$ cat src/rtl/ps2_mouse_rx_pkg.sv
// ps2_mouse_rx_pkg
//   Shared PS/2 constants and the receive frame FSM state encoding.
//   Also used by the host transmitter (ps2_tx), so keep the values stable.
package ps2_mouse_rx_pkg;

  localparam logic [7:0] PS2_ACK        = 8'hFA;
  localparam logic [7:0] PS2_CMD_ENABLE = 8'hF4;

  typedef enum logic [1:0] {
    ST_IDLE   = 2'd0,
    ST_DATA   = 2'd1,
    ST_PARITY = 2'd2,
    ST_STOP   = 2'd3
  } frame_state_t;

endpackage

$ cat src/rtl/ps2_rx_frame.sv
// ps2_rx_frame
//   Device-to-host PS/2 frame receiver: synchronises ps2clk/ps2data, shifts in
//   start/8 data/parity/stop on ps2clk falling edges and checks odd parity and
//   the stop bit. A per-bit watchdog aborts a stalled frame.
// Ports
//   clk, reset      system clock, async active-low reset
//   ps2clk, ps2data PS/2 bus pins (read only)
//   rx_en           0 forces the receiver idle with no pulses
//   rx_byte         last good byte
//   rx_byte_valid   1-cycle pulse, rx_byte updated
//   frame_err       1-cycle pulse, parity/stop/timeout error
//
// state     | meaning
// ST_IDLE   | waiting for a start bit (data=0 on a falling edge)
// ST_DATA   | shifting in 8 data bits, LSB first
// ST_PARITY | capturing the parity bit
// ST_STOP   | checking stop bit and parity, then back to idle
module ps2_rx_frame
  import ps2_mouse_rx_pkg::*;
#(
  parameter int TIMEOUT_CYCLES = 20000
) (
  input  logic       clk,
  input  logic       reset,
  input  logic       ps2clk,
  input  logic       ps2data,
  input  logic       rx_en,
  output logic [7:0] rx_byte,
  output logic       rx_byte_valid,
  output logic       frame_err
);

  localparam int              TW     = $clog2(TIMEOUT_CYCLES);
  localparam logic [TW-1:0]   T_LOAD = TW'(TIMEOUT_CYCLES - 1);

  logic [2:0]    clk_sync;
  logic [1:0]    data_sync;   // only the second stage is consumed, aligned with clk_sync[1]
  logic          fe;
  logic          bit_in;
  frame_state_t  state;
  logic [2:0]    bit_cnt;
  logic [7:0]    shreg;
  logic          par;
  logic [TW-1:0] tmr;

  always_ff @(posedge clk or negedge reset) begin
    if (!reset) begin
      clk_sync  <= '1;
      data_sync <= '1;
    end else begin
      clk_sync  <= {clk_sync[1:0], ps2clk};
      data_sync <= {data_sync[0], ps2data};
    end
  end

  assign fe     = ~clk_sync[1] & clk_sync[2];
  assign bit_in = data_sync[1];

  // Watchdog is a down-counter reloaded on every falling edge; it only runs
  // while a frame is open, and a falling edge always wins over expiry.
  always_ff @(posedge clk or negedge reset) begin
    if (!reset) begin
      state         <= ST_IDLE;
      bit_cnt       <= '0;
      shreg         <= '0;
      par           <= 1'b0;
      tmr           <= T_LOAD;
      rx_byte       <= '0;
      rx_byte_valid <= 1'b0;
      frame_err     <= 1'b0;
    end else begin
      rx_byte_valid <= 1'b0;
      frame_err     <= 1'b0;
      if (!rx_en) begin
        state   <= ST_IDLE;
        bit_cnt <= '0;
        tmr     <= T_LOAD;
      end else if (fe) begin
        tmr <= T_LOAD;
        case (state)
          ST_IDLE: begin
            if (!bit_in) begin
              state   <= ST_DATA;
              bit_cnt <= '0;
            end
          end
          ST_DATA: begin
            shreg   <= {bit_in, shreg[7:1]};
            bit_cnt <= bit_cnt + 3'd1;
            if (bit_cnt == 3'd7) state <= ST_PARITY;
          end
          ST_PARITY: begin
            par   <= bit_in;
            state <= ST_STOP;
          end
          default: begin
            state <= ST_IDLE;
            if (bit_in && (^{shreg, par})) begin
              rx_byte       <= shreg;
              rx_byte_valid <= 1'b1;
            end else begin
              frame_err <= 1'b1;
            end
          end
        endcase
      end else if (state != ST_IDLE) begin
        if (tmr == '0) begin
          state     <= ST_IDLE;
          tmr       <= T_LOAD;
          frame_err <= 1'b1;
        end else begin
          tmr <= tmr - TW'(1);
        end
      end
    end
  end

endmodule

$ cat src/rtl/ps2_mouse_rx.sv
// ps2_mouse_rx
//   PS/2 mouse receive path: waits for the 0xFA acknowledge of the enable
//   command, then assembles 3-byte stream packets into buttons and signed
//   9-bit dx/dy. Listens only; rx_en=0 while the host transmitter owns the bus.
// Ports
//   clk, reset            system clock, async active-low reset
//   ps2clk, ps2data       PS/2 bus pins (read only)
//   rx_en                 1 = receive, 0 = idle and disarm
//   rx_byte/rx_byte_valid last good byte and its 1-cycle pulse
//   frame_err             1-cycle pulse on parity/stop/timeout error
//   ack                   1-cycle pulse: 0xFA seen while not armed
//   pkt_valid             1-cycle pulse: btn/dx/dy/x_ovf/y_ovf updated
//   btn                   {middle,right,left}
//   dx, dy                two's complement movement
//   x_ovf, y_ovf          overflow flags from byte 0
module ps2_mouse_rx
  import ps2_mouse_rx_pkg::*;
#(
  parameter int TIMEOUT_CYCLES = 20000
) (
  input  logic       clk,
  input  logic       reset,
  input  logic       ps2clk,
  input  logic       ps2data,
  input  logic       rx_en,
  output logic [7:0] rx_byte,
  output logic       rx_byte_valid,
  output logic       frame_err,
  output logic       ack,
  output logic       pkt_valid,
  output logic [2:0] btn,
  output logic [8:0] dx,
  output logic [8:0] dy,
  output logic       x_ovf,
  output logic       y_ovf
);

  logic       armed;
  logic [1:0] idx;
  logic [7:0] b0;
  logic [7:0] bx;

  ps2_rx_frame #(
    .TIMEOUT_CYCLES(TIMEOUT_CYCLES)
  ) u_frame (
    .clk          (clk),
    .reset        (reset),
    .ps2clk       (ps2clk),
    .ps2data      (ps2data),
    .rx_en        (rx_en),
    .rx_byte      (rx_byte),
    .rx_byte_valid(rx_byte_valid),
    .frame_err    (frame_err)
  );

  // rx_en low disarms and discards any byte arriving in the same cycle.
  // Byte 0 always has bit 3 set; a byte without it cannot start a packet.
  always_ff @(posedge clk or negedge reset) begin
    if (!reset) begin
      armed     <= 1'b0;
      idx       <= '0;
      b0        <= '0;
      bx        <= '0;
      ack       <= 1'b0;
      pkt_valid <= 1'b0;
      btn       <= '0;
      dx        <= '0;
      dy        <= '0;
      x_ovf     <= 1'b0;
      y_ovf     <= 1'b0;
    end else begin
      ack       <= 1'b0;
      pkt_valid <= 1'b0;
      if (!rx_en) begin
        armed <= 1'b0;
        idx   <= '0;
      end else if (frame_err) begin
        idx <= '0;
      end else if (rx_byte_valid) begin
        if (!armed) begin
          if (rx_byte == PS2_ACK) begin
            ack   <= 1'b1;
            armed <= 1'b1;
          end
        end else begin
          case (idx)
            2'd0: begin
              if (rx_byte[3]) begin
                b0  <= rx_byte;
                idx <= 2'd1;
              end
            end
            2'd1: begin
              bx  <= rx_byte;
              idx <= 2'd2;
            end
            default: begin
              btn       <= b0[2:0];
              dx        <= {b0[4], bx};
              dy        <= {b0[5], rx_byte};
              x_ovf     <= b0[6];
              y_ovf     <= b0[7];
              pkt_valid <= 1'b1;
              idx       <= '0;
            end
          endcase
        end
      end
    end
  end

endmodule

$ cat config.mk
export PLATFORM = sky130hd
export DESIGN_NAME = ps2_mouse_rx
export DESIGN_NICKNAME = d
export VERILOG_FILES = /design/src/rtl/ps2_mouse_rx_pkg.sv /design/src/rtl/ps2_rx_frame.sv /design/src/rtl/ps2_mouse_rx.sv
export SDC_FILE = /design/constraint.sdc
export NUM_CORES = 1
export LEC_CHECK = 0
export BUFFER_PORTS_ARGS = -buffer_cell sky130_fd_sc_hd__buf_4
export CORE_MARGIN = 5
export CORE_UTILIZATION = 45
export CTS_CLUSTER_SIZE = 10
export DETAILED_ROUTE_END_ITERATION = 8
export SYNTH_ARGS = -nofsm -noshare
export SYNTH_HDL_FRONTEND = slang
export SYNTH_SLANG_ARGS = --single-unit
export TNS_END_PERCENT = 10
$ cat constraint.sdc
create_clock -name clk -period 2.3 [get_ports clk]
set_clock_uncertainty 0.05 [all_clocks]
set_input_delay 0 -clock clk [delete_from_list [all_inputs] [get_ports clk]]
set_output_delay 0 -clock clk [all_outputs]
set_load 0.02 [all_outputs]
# Yosys cells after proc, flatten, opt, wreduce, memory -nomap -nowiden
# Index checks and enable logic that the tools add are counted.
[totals]
reg_bits = 88
output_inout_bits = 35
elab_cells = 108
[classes]
bitwise = 5
eq_ne = 17
n_reduce_logical = 18
add_sub_neg = 2
muxes = 45
[op_table]
columns = ["op", "n"]
rows = [
  ["$mux W15", 4],
  ["$mux W1", 24],
  ["$mux W2", 11],
  ["$logic_not A15 Y1", 1],
  ["$ne A3 B1 Y1 const B", 5],
  ["$sub A15 B1 Y15 const B", 1],
  ["$reduce_and A3 Y1", 4],
  ["$reduce_and A5 Y1", 2],
  ["$mux W3", 3],
  ["$reduce_xor A9 Y1", 1],
  ["$eq A8 B8 Y1 const B", 1],
  ["$ne A4 B4 Y1 const B", 2],
  ["$reduce_and A4 Y1", 2],
  ["$pmux W2 S3", 1],
  ["$pmux W3 S2", 1],
  ["$reduce_and A6 Y1", 1],
  ["$eq A2 B1 Y1 const B", 2],
  ["$logic_not A2 Y1", 2],
  ["$ne A2 B1 Y1 const B", 2],
  ["$ne A4 B2 Y1 const B", 1],
  ["$not A1 Y1", 4],
  ["$pmux W2 S2", 1],
  ["$add A3 B1 Y3 const B", 1],
  ["$eq A3 B3 Y1 const B", 1],
  ["9 further kinds", 9],
]

# Depth between registers and ports, before layout
[logic_depth]
depth_word = 7
ltp_mapped = 7
mapped_depth_nobuf = 6

# Modules after synthesis
# A second synthesis with hierarchy kept.
[hier_totals]
cells_unflattened = 280
area_unflattened_um2 = 3846.2
[modules_own_cells]
columns = ["mod", "cells_per_inst", "area_per_inst_um2", "seq_area_each_um2", "n_inst"]
rows = [
  ["ps2_rx_frame", 176, 2100.8, 1118.6, 1],
  ["ps2_mouse_rx", 104, 1745.4, 1076.0, 1],
]

# Least setup slack after synthesis
# Ideal clock, no wire load.
[synth_timing]
path_kind = "register to register"
startpoint = "register u_frame.tmr[0]"
endpoint = "register u_frame.state[1]"
slack_ns = 0.308
setup_time_ns = 0.124
path_stages_with_launch = 7
required_ns = 2.126
n_path_buf = 0
t_arrival_ns = 1.818
cell_sequence = "dfstp_2 > inv_1 > ha_1 > or3b_2 > nor3_1 > a31oi_1 > a211o_1"
[synth_between]
elab_chain_cells = 3
[synth_lines]
columns = ["element", "line", "rtl"]
rows = [
  ["start, declared", "ps2_rx_frame.sv:44", "logic [TW-1:0] tmr;"],
  ["start signal, assigned", "ps2_rx_frame.sv:112", "tmr <= tmr - TW'(1);"],
  ["$logic_not A15 Y1", "ps2_rx_frame.sv:107", "if (tmr == '0) begin"],
  ["$ne A3 B1 Y1 (no source line)", "n/a", ""],
  ["$reduce_and A4 Y1 (no source line)", "n/a", ""],
  ["end signal, assigned", "ps2_rx_frame.sv:94", "state <= ST_STOP;"],
  ["end signal, assigned", "ps2_rx_frame.sv:97", "state <= ST_IDLE;"],
  ["end signal, assigned", "ps2_rx_frame.sv:108", "state <= ST_IDLE;"],
  ["end, declared", "ps2_rx_frame.sv:40", "frame_state_t state;"],
]
# No other way between the ends.
# A chain may end at the register's enable or synchronous reset.

# Worst setup path after layout
# Ends and elaborated chain as after synthesis.

==> flow_summary_export.csv <==
group,metric,value,unit
status,status,"completed",
critical_path,r2r-start,"u_frame.tmr[0]",
detailed_routing,avgRoutedWirePerCell,16.37,microns
floorplanning,core-area,8217,sq um
logic_synthesis,synth-xor-area-share,0.02832,
critical_path,path_buf_inv,1,
critical_path,r2r-end,"u_frame.state[1]",
detailed_routing,via_per_inst,5.499,
floorplanning,rows,33,
timing,finalSetupViolCount,0,
global_route,grt_pass1_wl,12770,microns
critical_path,startpoint,"u_frame.tmr[0]",
clock_network,htree_levels,3,
clock_network,clkTransAtPathRegs,90,ps
placed_design,dp.cells,439,
floorplanning,io_pins,40,
timing,fmaxAchievable,0.4743,GHz
global_route,grt_usage,0.1598,
pwr,power,0.002967,W
timing,finalHoldViolations,0,
logic_synthesis,synth_fa_ha_area_frac,0.02634,
critical_path,rrSetupSlack,190,ps
detailed_routing,ant_nets,0,
critical_path,critPathMaxStageDelay,480,ps
placed_design,gp_congestion,0.8071,
clock_network,clock_path_buffers,2,
logic_synthesis,synth_edf_count,0,
logic_synthesis,seq_area_frac_synth,0.5775,
critical_path,worstPathCellList,"inv_1 -> ha_1 -> or3b_2 -> nor3_2 -> a31oi_1 -> a211o_1",
critical_path,critPathLaunchType,"register",
logic_synthesis,yosys.area_share.simple,0.1215,
logic_synthesis,ys_types,49,
worst_hold_path,min_path_type,"primary input to asynchronous set/reset pin",
logic_synthesis,synth-compound-area-share,0.06684,
global_route,antenna_found_initial,0,
global_route,grt_max_degree,36,
critical_path,worst-r2r-cell-count,6,
floorplanning,dieWidth,101.9,microns
detailed_routing,num_vias,2524,
clock_network,post-cts-setup-buffers,0,
timing,fin_crit,2108,ps
pwr,p_leak,2.209,nW
floorplanning,die_y,101.9,microns
pwr,irDropWorstVdd,0.0005108,V
floorplanning,die_area,10380,sq um
detailed_routing,wirelength,7512,microns
critical_path,crit_required,2490,ps
logic_synthesis,yosysWarnings,0,
placed_design,dp_hpwl,5169,microns
critical_path,crit_cells,6,
critical_path,criticalPathCategory,"register to register",
logic_synthesis,async_flop_share,1.000,
layout,nets,362,
pwr,power_density,656.0,nW/um^2
timing,max_slew_margin,0.6659,
layout,syn2layout_area_growth,19.03,%
logic_synthesis,netlist_area,3800,sq um
layout,n_antenna_cell,0,
critical_path,crit_end,"u_frame.state[1]",
critical_path,arrival,2300,ps
layout,instances_no_fill,459,
critical_path,critPathTopFamily,"simple AND/OR/NAND/NOR gates",
timing,tightest_slew,498.9,ps
timing,drv_slew,0,
logic_synthesis,muxShareOfSynthArea,0.1627,
clock_network,clockRootBuffer,"clkbuf_8",
critical_path,path_max_fanout,6,
clock_network,clk_latency,350,ps
clock_network,tritoncts,"built",
clock_network,cts.sinks,87,
clock_network,cts_buffers,9,
logic_synthesis,syn_inst,291,
critical_path,end_kind,"register",
critical_path,cp_slowest_cell,"or3b_2",
timing,fin_crit_sh,0.9166,
logic_synthesis,ys_ff_latch,87,
logic_synthesis,synth_ff_type,"dfrtp_1",
floorplanning,start_util,0.4625,
logic_synthesis,synth_top_family_by_area,"multiplexers",
detailed_routing,drtIter0Drc,75,
flow_run,drv_cap,0,
logic_synthesis,synthesis.nets,304,
logic_synthesis,avgSynthCellArea,13.06,sq um
timing,setup_tns,0,ps
detailed_routing,drcViolationCount,0,
timing,rsz0062_at_grt,"false",
placed_design,io_buffers,39,
global_route,grt_pass1_vias,2583,
global_route,grt-ovfl-total,0,
layout,drive_above_1_share,0.3955,
detailed_routing,drt_first_pass_iters,4,
-- synth_stat cells, types with 3 or more instances --
cell	instances	area share
xnor2_1	5	0.012
nor3b_1	3	0.0059
o31ai_1	3	0.0059
nor3_1	6	0.0079
nand4_1	3	0.0049
mux2_2	54	0.16
inv_1	8	0.0079
ha_1	8	0.026
clkbuf_1	6	0.0059
dfrtp_1	73	0.48
nand3_1	8	0.011
or4_1	5	0.0099
o211ai_1	4	0.0079
and2_1	6	0.0099
o21ai_0	8	0.011
a21oi_1	6	0.0079
or3_1	3	0.0049
nand4b_1	5	0.012
a21boi_0	3	0.0059
o41ai_1	3	0.0069
dfstp_2	14	0.097
nor2_1	11	0.011
nand2_1	18	0.018
-- worst register-to-register path, cell delays in order, from the launching register on --
cell     delay (ps)
dfstp_2         400
inv_1            80
ha_1            150
or3b_2          480
nor3_2          220
a31oi_1         250
a211o_1         350
-- stage by stage --
| step | setup WS [ps] | hold slack (ps) | utilization | instance area (sq um) |
|---|---|---|---|---|
| after floorplan | 307.9 | -345.6 | - | 3800 |
| after global placement | 205.7 | -68.97 | 0.5200 | 4273 |
| after detailed placement | 126.2 | -66.87 | 0.5200 | 4273 |
| after CTS | 84.63 | 81.30 | 0.5499 | 4518 |
| after global routing | 102.6 | 120.0 | 0.5505 | 4523 |
| final | 191.7 | 80.51 | 0.5505 | 4523 |
-- cells in the final DEF, fill, tap and decap left out, types with 2 or more instances in the layout --
cell and instances:
a21boi_0 3, a21oi_1 6, and2_1 6, buf_4 50, clkbuf_8 10, clkinvlp_4 2, dfrtp_1 73, dfstp_2 14
dlygate4sd3_1 4, ha_1 8, inv_1 8, inv_6 2, mux2_2 54, nand2_1 18, nand2b_1 2, nand3_1 8
nand4_1 3, nand4b_1 5, nor2_1 11, nor3_1 5, nor3_2 2, nor3b_1 3, o211ai_1 4, o21ai_0 8
o31ai_1 3, o41ai_1 3, or3_1 3, or4_1 5, xnor2_1 5, xor2_1 2
-- final cells by class --
cell class,count,area [sq um]
clock buffer,10,137.6
clock inverter,6,67.56
fill,724,3694
inverter,8,30.03
multi-input combinational,189,1546
sequential,87,2195
tap,105,131.4
timing repair buffer,54,415.4
-- worst min path at each step --
stage	from	end	cells past startpoint
2_1_floorplan	reset	ack	0
3_3_place_gp	reset	u_frame.shreg[7]	1
3_5_place_dp	reset	u_frame.shreg[7]	1
4_1_cts	reset	u_frame.shreg[2]	2
5_1_grt	reset	u_frame.shreg[2]	2
6_report	reset	u_frame.par	2
-- kinds of logic (layout without fill, tap and decap cells) --
group | count (synthesis) | in the layout
AO/OA/AOI/OAI | 37 | 37
XOR/XNOR | 9 | 9
adder cells (fa/ha/maj) | 8 | 8
buffers and inverters | 15 | 78
flip-flops | 87 | 87
multiplexers | 55 | 55
AND/OR/NAND/NOR | 80 | 80
-- state kept, by name, indices dropped and copies added (netlist names), 7 cells and up --
register / flops
dx: 9
dy: 9
u_frame.shreg: 8
u_frame.tmr: 15
bx: 8
u_frame.rx_byte: 8
b0: 7
-- power by group --
part           switching [W]  total, W  internal (W)  leakage, nW
logic               0.000142  0.000263      0.000121        0.945
clock network       0.000556   0.00109      0.000537       0.0993
registers          0.0000399   0.00161       0.00157         1.16
total               0.000738   0.00297       0.00223         2.21
-- what timing repair did --
action | CTS | global route
endpoints found under the setup margin | 0 | 1
resized for setup | 0 | 1
hold buffers | 4 | 0
endpoints found under the hold margin | 83 | 0
-- metal layers --
metal	global-route usage	share of wire	up-vias
met5	0	0	-
met4	0.04945	0.0095	0
met3	0.04505	0.040	7
met2	0.2485	0.48	40
met1	0.2197	0.47	1302
li1	-	-	1175
Note: power is estimated with default switching activity, not from simulation.
